--- config.mk ---
export PLATFORM = sky130hd
export DESIGN_NAME = fx_pipe_arbiter
export DESIGN_NICKNAME = d
export VERILOG_FILES = /design/src/rtl/fx_pipe_arbiter.sv
export SDC_FILE = /design/constraint.sdc
export NUM_CORES = 1
export LEC_CHECK = 0
export ABC_CLOCK_PERIOD_IN_PS = 8900
export BUFFER_PORTS_ARGS = -buffer_cell sky130_fd_sc_hd__buf_2
export CELL_PAD_IN_SITES_DETAIL_PLACEMENT = 0
export CELL_PAD_IN_SITES_GLOBAL_PLACEMENT = 1
export CORE_AREA = 8 8 148 150
export CTS_CLUSTER_DIAMETER = 50
export DETAILED_ROUTE_END_ITERATION = 7
export DIE_AREA = 0 0 156 158
export PLACE_DENSITY_LB_ADDON = 0.05
export SLEW_MARGIN = 25
export SYNTH_ARGS = -nofsm -noshare
export SYNTH_HDL_FRONTEND = slang
export SYNTH_SLANG_ARGS = --single-unit
--- constraint.sdc ---
create_clock -name clk -period 8.9 [get_ports clk]
set_input_delay 0.89 -clock clk [delete_from_list [all_inputs] [get_ports clk]]
set_output_delay 0.89 -clock clk [all_outputs]
set_load 0.1 [all_outputs]
--- src/rtl/fx_pipe_arbiter.sv ---
// fx_pipe_arbiter: round-robin front end that shares one fixed-latency
// FP pipeline between four channels and routes each result back.
//
// Ports:
//   clk           rising-edge clock
//   aclr          asynchronous, active-high reset
//   chan_en       per-channel enable mask (disabled channels never granted)
//   req_valid     per-channel sample request
//   req_data      channel i sample in bits [i*DATA_W +: DATA_W]
//   req_ready     one-hot grant, combinational
//   pipe_in_data  registered operand to the shared FP pipeline
//   pipe_out_data FP pipeline result
//   resp_valid    one-hot result strobe, LATENCY cycles after issue
//   resp_data     registered result sample
//   inflight      number of issued samples not yet returned
//
// Parameters:
//   LATENCY       issue-to-result cycle count (2..63)
//   DATA_W        sample width
module fx_pipe_arbiter #(
    parameter int LATENCY = 48,
    parameter int DATA_W  = 32
) (
    input  logic                  clk,
    input  logic                  aclr,
    input  logic [3:0]            chan_en,
    input  logic [3:0]            req_valid,
    input  logic [4*DATA_W-1:0]   req_data,
    output logic [3:0]            req_ready,
    output logic [DATA_W-1:0]     pipe_in_data,
    input  logic [DATA_W-1:0]     pipe_out_data,
    output logic [3:0]            resp_valid,
    output logic [DATA_W-1:0]     resp_data,
    output logic [6:0]            inflight
);

    // ------------------------------------------------------------
    // Arbitration
    // ------------------------------------------------------------
    logic [1:0]        ptr;
    logic [3:0]        elig;
    logic [3:0]        grant;
    logic [1:0]        gidx;
    logic              found;
    logic [1:0]        idx;
    logic              xfer;
    logic [DATA_W-1:0] sel_data;

    // Search starts one past the last winner, wrapping mod 4.
    always_comb begin
        elig  = req_valid & chan_en;
        grant = 4'b0000;
        gidx  = ptr;
        found = 1'b0;
        idx   = ptr;
        for (int k = 1; k <= 4; k++) begin
            idx = ptr + 2'(k);
            if (!found && elig[idx]) begin
                found       = 1'b1;
                gidx        = idx;
                grant[idx]  = 1'b1;
            end
        end
    end

    // Grant is forced low while reset is held.
    assign req_ready = aclr ? 4'b0000 : grant;

    // The grant only ever covers a valid channel, so any grant is a transfer.
    assign xfer = |req_ready;

    assign sel_data = req_data[gidx*DATA_W +: DATA_W];

    always_ff @(posedge clk or posedge aclr) begin
        if (aclr) begin
            ptr <= 2'd3;
        end else if (xfer) begin
            ptr <= gidx;
        end
    end

    // ------------------------------------------------------------
    // Issue register
    // ------------------------------------------------------------
    always_ff @(posedge clk or posedge aclr) begin
        if (aclr) begin
            pipe_in_data <= '0;
        end else if (xfer) begin
            pipe_in_data <= sel_data;
        end
    end

    // ------------------------------------------------------------
    // Tag tracking
    // ------------------------------------------------------------
    // Slot 0 is loaded on the issue edge; the entry reaches the top
    // slot LATENCY-1 edges later and is consumed on the next edge,
    // the same edge that captures the matching pipeline result.
    logic [LATENCY-1:0] sr_vld;
    logic [1:0]         sr_tag [LATENCY];
    logic               ret;
    logic [1:0]         ret_tag;

    always_ff @(posedge clk or posedge aclr) begin
        if (aclr) begin
            sr_vld <= '0;
            for (int i = 0; i < LATENCY; i++) begin
                sr_tag[i] <= 2'd0;
            end
        end else begin
            sr_vld    <= {sr_vld[LATENCY-2:0], xfer};
            sr_tag[0] <= gidx;
            for (int i = 1; i < LATENCY; i++) begin
                sr_tag[i] <= sr_tag[i-1];
            end
        end
    end

    assign ret     = sr_vld[LATENCY-1];
    assign ret_tag = sr_tag[LATENCY-1];

    // ------------------------------------------------------------
    // Response
    // ------------------------------------------------------------
    always_ff @(posedge clk or posedge aclr) begin
        if (aclr) begin
            resp_valid <= 4'b0000;
            resp_data  <= '0;
        end else begin
            resp_valid <= ret ? (4'b0001 << ret_tag) : 4'b0000;
            if (ret) begin
                resp_data <= pipe_out_data;
            end
        end
    end

    // ------------------------------------------------------------
    // In-flight count
    // ------------------------------------------------------------
    // Mirrors the number of set bits in sr_vld, so it is bounded by LATENCY.
    always_ff @(posedge clk or posedge aclr) begin
        if (aclr) begin
            inflight <= 7'd0;
        end else begin
            unique case ({xfer, ret})
                2'b10:   inflight <= inflight + 7'd1;
                2'b01:   inflight <= inflight - 7'd1;
                default: inflight <= inflight;
            endcase
        end
    end

endmodule
# ---- After elaboration in Yosys (flattened, before gate mapping)
# Index checks and enable logic that the tools add are counted.
dict set report totals {
  ff_bits 221
  inputBits 170
  output_inout_bits 79
  wordCells 117
}
dict set report classes {
  n_addsub 5
  magnitude_cmp 8
  n_eq_ne 2
  n_shift 2
  muxes 30
  n_bitwise 4
  n_reduce_logical 12
}
# op count
set ops {}
lappend ops {{$shiftx A128 B8 Y32} 1}
lappend ops {{$mux W4} 6}
lappend ops {{$pmux W7 S2} 1}
lappend ops {{$lt A2 B3 Y1 const B} 4}
lappend ops {{$or A4 B4 Y4} 3}
lappend ops {{$mux W1} 11}
lappend ops {{$bmux W1 S2} 4}
lappend ops {{$demux W1 S2} 4}
lappend ops {{$ge A2 B1 Y1 const B} 4}
lappend ops {{$mux W2} 4}
lappend ops {{$add A7 B1 Y7 const B} 1}
lappend ops {{$logic_and A1 B1 Y1} 7}
lappend ops {{$sub A7 B1 Y7 const B} 1}
lappend ops {{$add A2 B2 Y2 const B} 2}
lappend ops {{$and A4 B4 Y4} 1}
lappend ops {{$reduce_or A4 Y1} 1}
lappend ops {{$shl A1 B2 Y4 const A} 1}
lappend ops {{$logic_not A1 Y1} 3}
lappend ops {{$add A2 B1 Y2 const B} 1}
lappend ops {{$eq A2 B1 Y1 const B} 1}
lappend ops {{$eq A2 B2 Y1 const B} 1}
lappend ops {{$reduce_bool A2 Y1} 1}

# ---- Depth between registers and ports, before layout
# Gate-level depths: netlist of the first run.
dict set report logic_depth {
  ltp_word 17
  mapped_depth 20
  depth_no_buf 18
}

# ---- Least setup slack after synthesis of the first run
# Ideal clock, no wire load.
dict set report synth_timing {
  kind {register -> register}
  from {register ptr[0]}
  to {register inflight[6]}
  setup_ps 161
  t_arrival_ps 4383
  t_required_ps 8739
  slack_ps 4356
  path_stages_with_launch 21
  path_buffers 2
  synth_period_minus_slack_ps 4544
  cell_sequence {dfstp_2 > buf_2 > inv_2 > ha_1 > and3_1 > nor3_1 > nor4_1 > a221oi_1 > nand4_2 > buf_2 > inv_1 > ha_1 > inv_1 > fa_1 > nor2b_1 > o21ai_0 > a21boi_0 > o21ai_0 > and3_1 > nor3_1 > xor2_1}
}
dict set report synth_via {
  elab_chain_cells 17
  elab_cells_between_ends 53
  classes_between {add/sub (3); order compare (8); eq/ne (2); mux (25); bitwise (3); reduce/logical (12)}
}
# element line
set synth_lines {}
lappend synth_lines {{from (decl)} 40} ;# logic [1:0] ptr;
lappend synth_lines {{from (signal assigned)} 78} ;# ptr <= gidx;
lappend synth_lines {{branches (longest 12 deep; another with $lt A2 B3 Y1)} n/a}
lappend synth_lines {{$mux W4 (*)} 58} ;# if (!found && elig[idx]) begin
lappend synth_lines {{$mux W4 (*)} 67} ;# assign req_ready = aclr ? 4'b0000 : grant;
lappend synth_lines {{$reduce_or A4 Y1 (*)} 70} ;# assign xfer = |req_ready;
lappend synth_lines {{named net xfer} 46} ;# logic xfer;
lappend synth_lines {{$eq A2 B1 Y1 or $eq A2 B2 Y1 (tied branches)} 145} ;# unique case ({xfer, ret})
lappend synth_lines {{$pmux W7 S2 or $reduce_bool A2 Y1 (tied branches)} n/a}
lappend synth_lines {{to (signal assigned)} 146} ;# 2'b10: inflight <= inflight + 7'd1;
lappend synth_lines {{to (signal assigned)} 147} ;# 2'b01: inflight <= inflight - 7'd1;
lappend synth_lines {{to (signal assigned)} 148} ;# default: inflight <= inflight;
lappend synth_lines {{to (decl)} 34} ;# output logic [6:0] inflight
# Mark *: on every way through the listed nets, which the timed path passes. The select of a mux whose other input is x is not followed.
# A chain may end at the register's enable or synchronous reset.

# ---- Final worst setup path of the first run
dict set report layout_timing {
  from {register ptr[1]}
  to {register inflight[6]}
}
dict set report layout_via {
  elab_chain_cells 17
  elab_cells_between_ends 53
  classes_between {add/sub (3); order compare (8); eq/ne (2); mux (25); bitwise (3); reduce/logical (12)}
}
# element line
set layout_lines {}
lappend layout_lines {{branches (longest 12 deep; another with $lt A2 B3 Y1)} n/a}
lappend layout_lines {{$mux W4 (*)} 58}
lappend layout_lines {{$mux W4 (*)} 67}
lappend layout_lines {{$reduce_or A4 Y1 (*)} 70}
lappend layout_lines {{$eq A2 B1 Y1 or $eq A2 B2 Y1 (tied branches)} 145}
lappend layout_lines {{$pmux W7 S2 or $reduce_bool A2 Y1 (tied branches)} n/a}
# Mark *: on every way between the ends. The select of a mux whose other input is x is not followed.

==> results of run 1 <==
## kinds of logic after synthesis
group	synth area share (%)
compound gates	2.47
xor+xnor	0.759
fa+ha+maj	2.47
flops	69.9
buf+inv	2.01
simple gates	3.29
mux	19.1
## per-layer routing
layer	share of wire, %	up-vias	GRT usage [%]
li1	-	2146	-
met1	38	2380	16.1
met2	50	193	24.2
met3	9.7	42	5.32
met4	3.1	0	5.55
met5	0	-	0
## flip-flops by register name (all words and copies together), names as in the netlist
signal	count
sr_tag	94
inflight	7
pipe_in_data	32
resp_data	32
ret_tag	2
resp_valid	4
sr_vld	48
ptr	2
## worst paths after layout
check,startpoint,cells past startpoint,slack [ps],end
worst max-delay path,ptr[1],18,4130,inflight[6]
worst min-delay path,sr_tag[40],0,340,sr_tag[38]
worst max register to register,ptr[1],18,4130,inflight[6]
worst min register to register,sr_tag[40],0,340,sr_tag[38]
max in group asynchronous,aclr,3,7000,sr_vld[41]
min in group asynchronous,aclr,2,640,pipe_in_data[29]
## cell type report
| class | instances | area [µm²] |
|---|---|---|
| Fill cell | 1692 | 9420 |
| Sequential cell | 221 | 5530 |
| Multi-Input combinational cell | 199 | 2230 |
| Timing Repair Buffer | 253 | 1280 |
| Clock buffer | 32 | 682 |
| Tap cell | 270 | 338 |
| Clock inverter | 14 | 153 |
| Inverter | 19 | 78.8 |
## worst max-delay path, cell delays in order, from the launching register on
cell and delay [ps]:
dfstp_2 630, inv_1 190, ha_1 420, nor3_1 80, a211oi_1 440, nor4_1 190
a221oi_1 440, nand4_2 210, inv_1 110, ha_1 280, inv_1 120, fa_1 410
nor2b_1 120, o21ai_0 100, a21boi_0 280, o21ai_0 150, and3_1 190, nor3_1 170
xor2_1 150
## through the flow
step | instance area, µm² | hold slack, ps | instances | utilization, % | setup WS [ps]
finish | 10300 | 345 | 1008 | 52.2 | 4130
global route | 10300 | 346 | 1008 | 52.2 | 3560
CTS | 10300 | 344 | 1008 | 52.2 | 4150
detailed placement | 9460 | 335 | 962 | 48.0 | 4160
global placement | 9460 | 335 | 962 | 48.0 | 4390
floorplan | 7910 | 331 | 455 | - | 1960
## synth_stat cells (2+ instances only)
| master | instances | share of area [%] |
|---|---|---|
| ha_1 | 14 | 2.2 |
| mux2_2 | 65 | 9.3 |
| a21oi_1 | 7 | 0.44 |
| nor3_1 | 6 | 0.38 |
| dfstp_2 | 2 | 0.66 |
| xnor2_1 | 2 | 0.22 |
| and3_1 | 3 | 0.24 |
| o2111ai_1 | 2 | 0.22 |
| nand2_1 | 17 | 0.81 |
| and2_1 | 3 | 0.24 |
| dfrtp_1 | 219 | 69 |
| clkbuf_1 | 7 | 0.33 |
| nor2_1 | 4 | 0.19 |
| o21ai_0 | 8 | 0.51 |
| or2_2 | 4 | 0.32 |
| buf_1 | 2 | 0.095 |
| xor2_1 | 3 | 0.33 |
| mux4_2 | 34 | 9.7 |
| inv_1 | 18 | 0.85 |
| buf_2 | 4 | 0.25 |
| buf_6 | 3 | 0.43 |
| a221oi_1 | 4 | 0.44 |
| nand3_1 | 5 | 0.32 |
==> run_results.csv, run 1 <==
group,metric,value,unit
sta,final_hold_viol_count,0,
global_route,antenna_found_initial,0,
synth,ys_seq_area_share,69.9,%
place,gp_congestion,0.769,
floorplanning,pin_count,249,
final_layout,layout_commonest_cell,"buf_2",
clock_network,post_cts_buffers,0,
detailed_routing,num_vias,4761,
global_route,grt_pass1_vias,5452,
global_route,gr-total-overflow,0,
clock_network,numCtsBuffers,25,
critical_path,cp-end-kind,"flop",
synth,synthDistinctLibCells,42,
floorplanning,die_y,158,µm
clock_network,cts-root-buf,"clkbuf_16",
synth,ys_warn_count,0,
sta,slew_violations,0,
global_route,grt_pass1_wl,28200,µm
clock_network,clk_pin_slew_worst_paths,60,ps
final_layout,antenna_cells,0,
hold_path,hp-class,"flop to flop",
clock_network,cts_hold_repair.buffers,0,
final_layout,area_growth,30.2,%
critical_path,cp.required,9330,ps
floorplanning,die_w,156,µm
final_layout,nets,904,
flow_run,cap_violations,0,
sta,skew,9.24,ps
synth,synthCells,455,
clock_network,clk_latency,500,ps
clock_network,cts_resized,0,
synth,synth_fp_nets,640,
critical_path,crit_fanout,9,
clock_network,clockBufferDepth,3,
sta,setup_viol,0,
place,dp_hpwl,12500,µm
floorplanning,die-area,0.0246,mm²
detailed_routing,drt_iter0_markers,151,
clock_network,cts_tree,"built",
global_route,grtUsageTotal,14.3,%
synth,ys.flop_type,"dfrtp_1",
synth,synth_area,0.00791,mm²
detailed_routing,routed_via_density,4.72,
status,status,"completed",
sta,fmax,210,MHz
synth,avgSynthCellArea,17.4,µm²
synth,synthArstFlopShare,100,%
final_layout,drive_above_1_share,55.0,%
detailed_routing,avgRoutedWirePerCell,17.0,µm
final_layout,most-common-layout-cells,"buf_2 (248), dfrtp_1 (219), mux2_2 (65)",
global_route,grt_max_degree,130,
sta,rsz0062_at_grt,"false",
detailed_routing,drtAntennaViolNets,0,
detailed_routing,dr.pass1.iters,4,
synth,synth_edf_count,0,
floorplanning,initial_utilization,40.1,%
sta,worst_slew_pin_slew,843,ps
sta,period_share,53.6,%
sta,min_period,4770,ps
critical_path,crit_arrival,5190,ps
sta,relSlewSlack,43.8,%
detailed_routing,wl,17200,µm
sta,tns,0,ps
floorplanning,coreArea,0.0197,mm²
clock_network,clock-sinks,221,
clock_network,h-tree-depth,1,
floorplanning,num_rows,52,
place,io_buffers,248,
critical_path,crit_type,"flop to flop",
synth,synth_seq_cells,221,
detailed_routing,drc,0,
critical_path,start_kind,"flop",
Power of run 1 is not shown: default switching activity piles up to over one toggle a cycle in this logic, so the estimate is an artifact.
==> run 2: changes to the inputs <==
- ABC_CLOCK_PERIOD_IN_PS: 8900 -> 3900
- CORE_AREA: 8 8 148 150 -> 8 8 156 158
- DIE_AREA: 0 0 156 158 -> 0 0 164 166
- clock period: 8.9 -> 3.9 ns (I/O delays scaled with it)
==> run_results.csv, run 2 (synthesis gave the netlist of run 1 again) <==
group,metric,value,unit
status,status,"completed",
place,io_buffers,248,
sta,relSlewSlack,45.1,%
clock_network,clk_pin_slew_worst_paths,60,ps
global_route,use_met2,21.8,%
final_layout,final_util,48.7,%
sta,skew,7.16,ps
clock_network,h-tree-depth,1,
floorplanning,die_y,166,µm
sta,period_share,97.4,%
critical_path,start_kind,"flop",
critical_path,cp.required,4340,ps
global_route,grt_max_degree,167,
critical_path,cp-end-kind,"flop",
sta,min_period,3800,ps
sta,fmax,263,MHz
detailed_routing,drtAntennaViolNets,0,
place,dpl_cell_area,0.00963,mm²
final_layout,most-common-layout-cells,"buf_2 (248), dfrtp_1 (219), mux2_2 (65)",
clock_network,cts-root-buf,"clkbuf_16",
global_route,antenna_found_initial,1,
sta,setup_viol,0,
final_layout,drive_above_1_share,58.5,%
final_layout,antenna_cells,0,
sta,worst_slew_pin_slew,823,ps
critical_path,crit_arrival,4240,ps
detailed_routing,avgRoutedWirePerCell,17.7,µm
final_layout,area_growth,35.9,%
global_route,met1_usage,16.5,%
global_route,grt_pass1_vias,5439,
critical_path,crit_fanout,7,
clock_network,clockBufferDepth,3,
detailed_routing,routed_via_density,4.64,
global_route,grtUsageTotal,13.4,%
clock_network,numCtsBuffers,27,
global_route,gr-total-overflow,0,
clock_network,clk_latency,520,ps
floorplanning,die-area,0.0272,mm²
sta,final_hold_viol_count,0,
detailed_routing,drc,0,
flow_run,cap_violations,0,
floorplanning,num_rows,55,
hold_path,hp-class,"primary input to async pin",
final_layout,layout_commonest_cell,"buf_2",
sta,holdWs,50.3,ps
floorplanning,die_w,164,µm
place,gp_congestion,0.817,
final_layout,largest_register,"sr_tag",
sta,rsz0062_at_grt,"true",
global_route,grt.busiest_layer,"met2",
clock_network,cts_hold_repair.buffers,0,
place,dp_hpwl,12800,µm
floorplanning,coreArea,0.0221,mm²
critical_path,r2r_cells,18,
sta,slew_violations,0,
global_route,grt_pass1_wl,29400,µm
final_layout,largest_reg_flops,94,
global_route,use_met3,4.93,%
floorplanning,pin_count,249,
clock_network,clock-sinks,221,
final_layout,reg_top3,"sr_tag x94, sr_vld x48",
final_layout,fin_area,0.0107,mm²
clock_network,cts_tree,"built",
detailed_routing,drt_iter0_markers,268,
floorplanning,initial_utilization,35.8,%
final_layout,nets,920,
detailed_routing,num_vias,4829,
critical_path,crit_type,"flop to flop",
detailed_routing,dr.pass1.iters,4,
sta,tns,0,ps
detailed_routing,wl,18400,µm
[run 2: cell types whose count changed in the layout (fill, tap and decap cells not counted), sizes merged]
cell,delta
clkinvlp,-1
clkbuf,+3
clkinv,-1
buf,+13
mux4,+1
bufinv,+3
[run 2: routing by layer]
layer	wire, µm	up-vias
met2	8900	186
met3	1690	35
li1	-	2189
met4	371	2
met5	13	-
met1	7420	2417
[run 2: final timing paths]
kind	end	slack, ps	startpoint
max reg2reg	inflight[6]	100	ptr[0]
max	inflight[6]	100	ptr[0]
min in group clk	resp_data[10]	100	pipe_out_data[10]
max in group asynchronous	sr_tag[36]	2630	aclr
min reg2reg	sr_tag[12]	340	sr_tag[14]
min	pipe_in_data[2]	50	aclr
[run 2: worst max-delay path: stages (launching register included)]
cell      delay [ps]
dfstp_2          640
inv_4             60
ha_4             300
nor3_1            80
a211oi_2         360
nor4_4           100
a221oi_2         330
nand4_2          190
inv_2            110
ha_4             170
inv_2             50
fa_2             350
nor2b_1          130
o21ai_1           90
a21boi_1         200
o21ai_1           90
and3_1           190
nor3_2           120
xor2_1           150
[run 2: what timing repair did]
item                                    CTS  global route
setup buffers                             0             9
gates resized for setup                   0             6
endpoints found under the setup margin    0             2
[run 2: final cells by class]
type | instances | area (µm²)
clock inverters | 15 | 240
clock buffers | 35 | 746
inverters | 19 | 77.6
fillers | 1904 | 11300
repair buffers | 266 | 1430
multi-input cells | 200 | 2370
well taps | 285 | 357
flip-flops and latches | 221 | 5530
[run 2: through the flow]
stage / std cells / worst slack [ps]
after detailed placement: 981 / 27.0
final: 1041 / 101
after global routing: 1041 / -124
after floorplan: 455 / 24.7
after CTS: 1031 / 16.3
after global placement: 981 / 143
Power of run 2 is left out for the same reason.
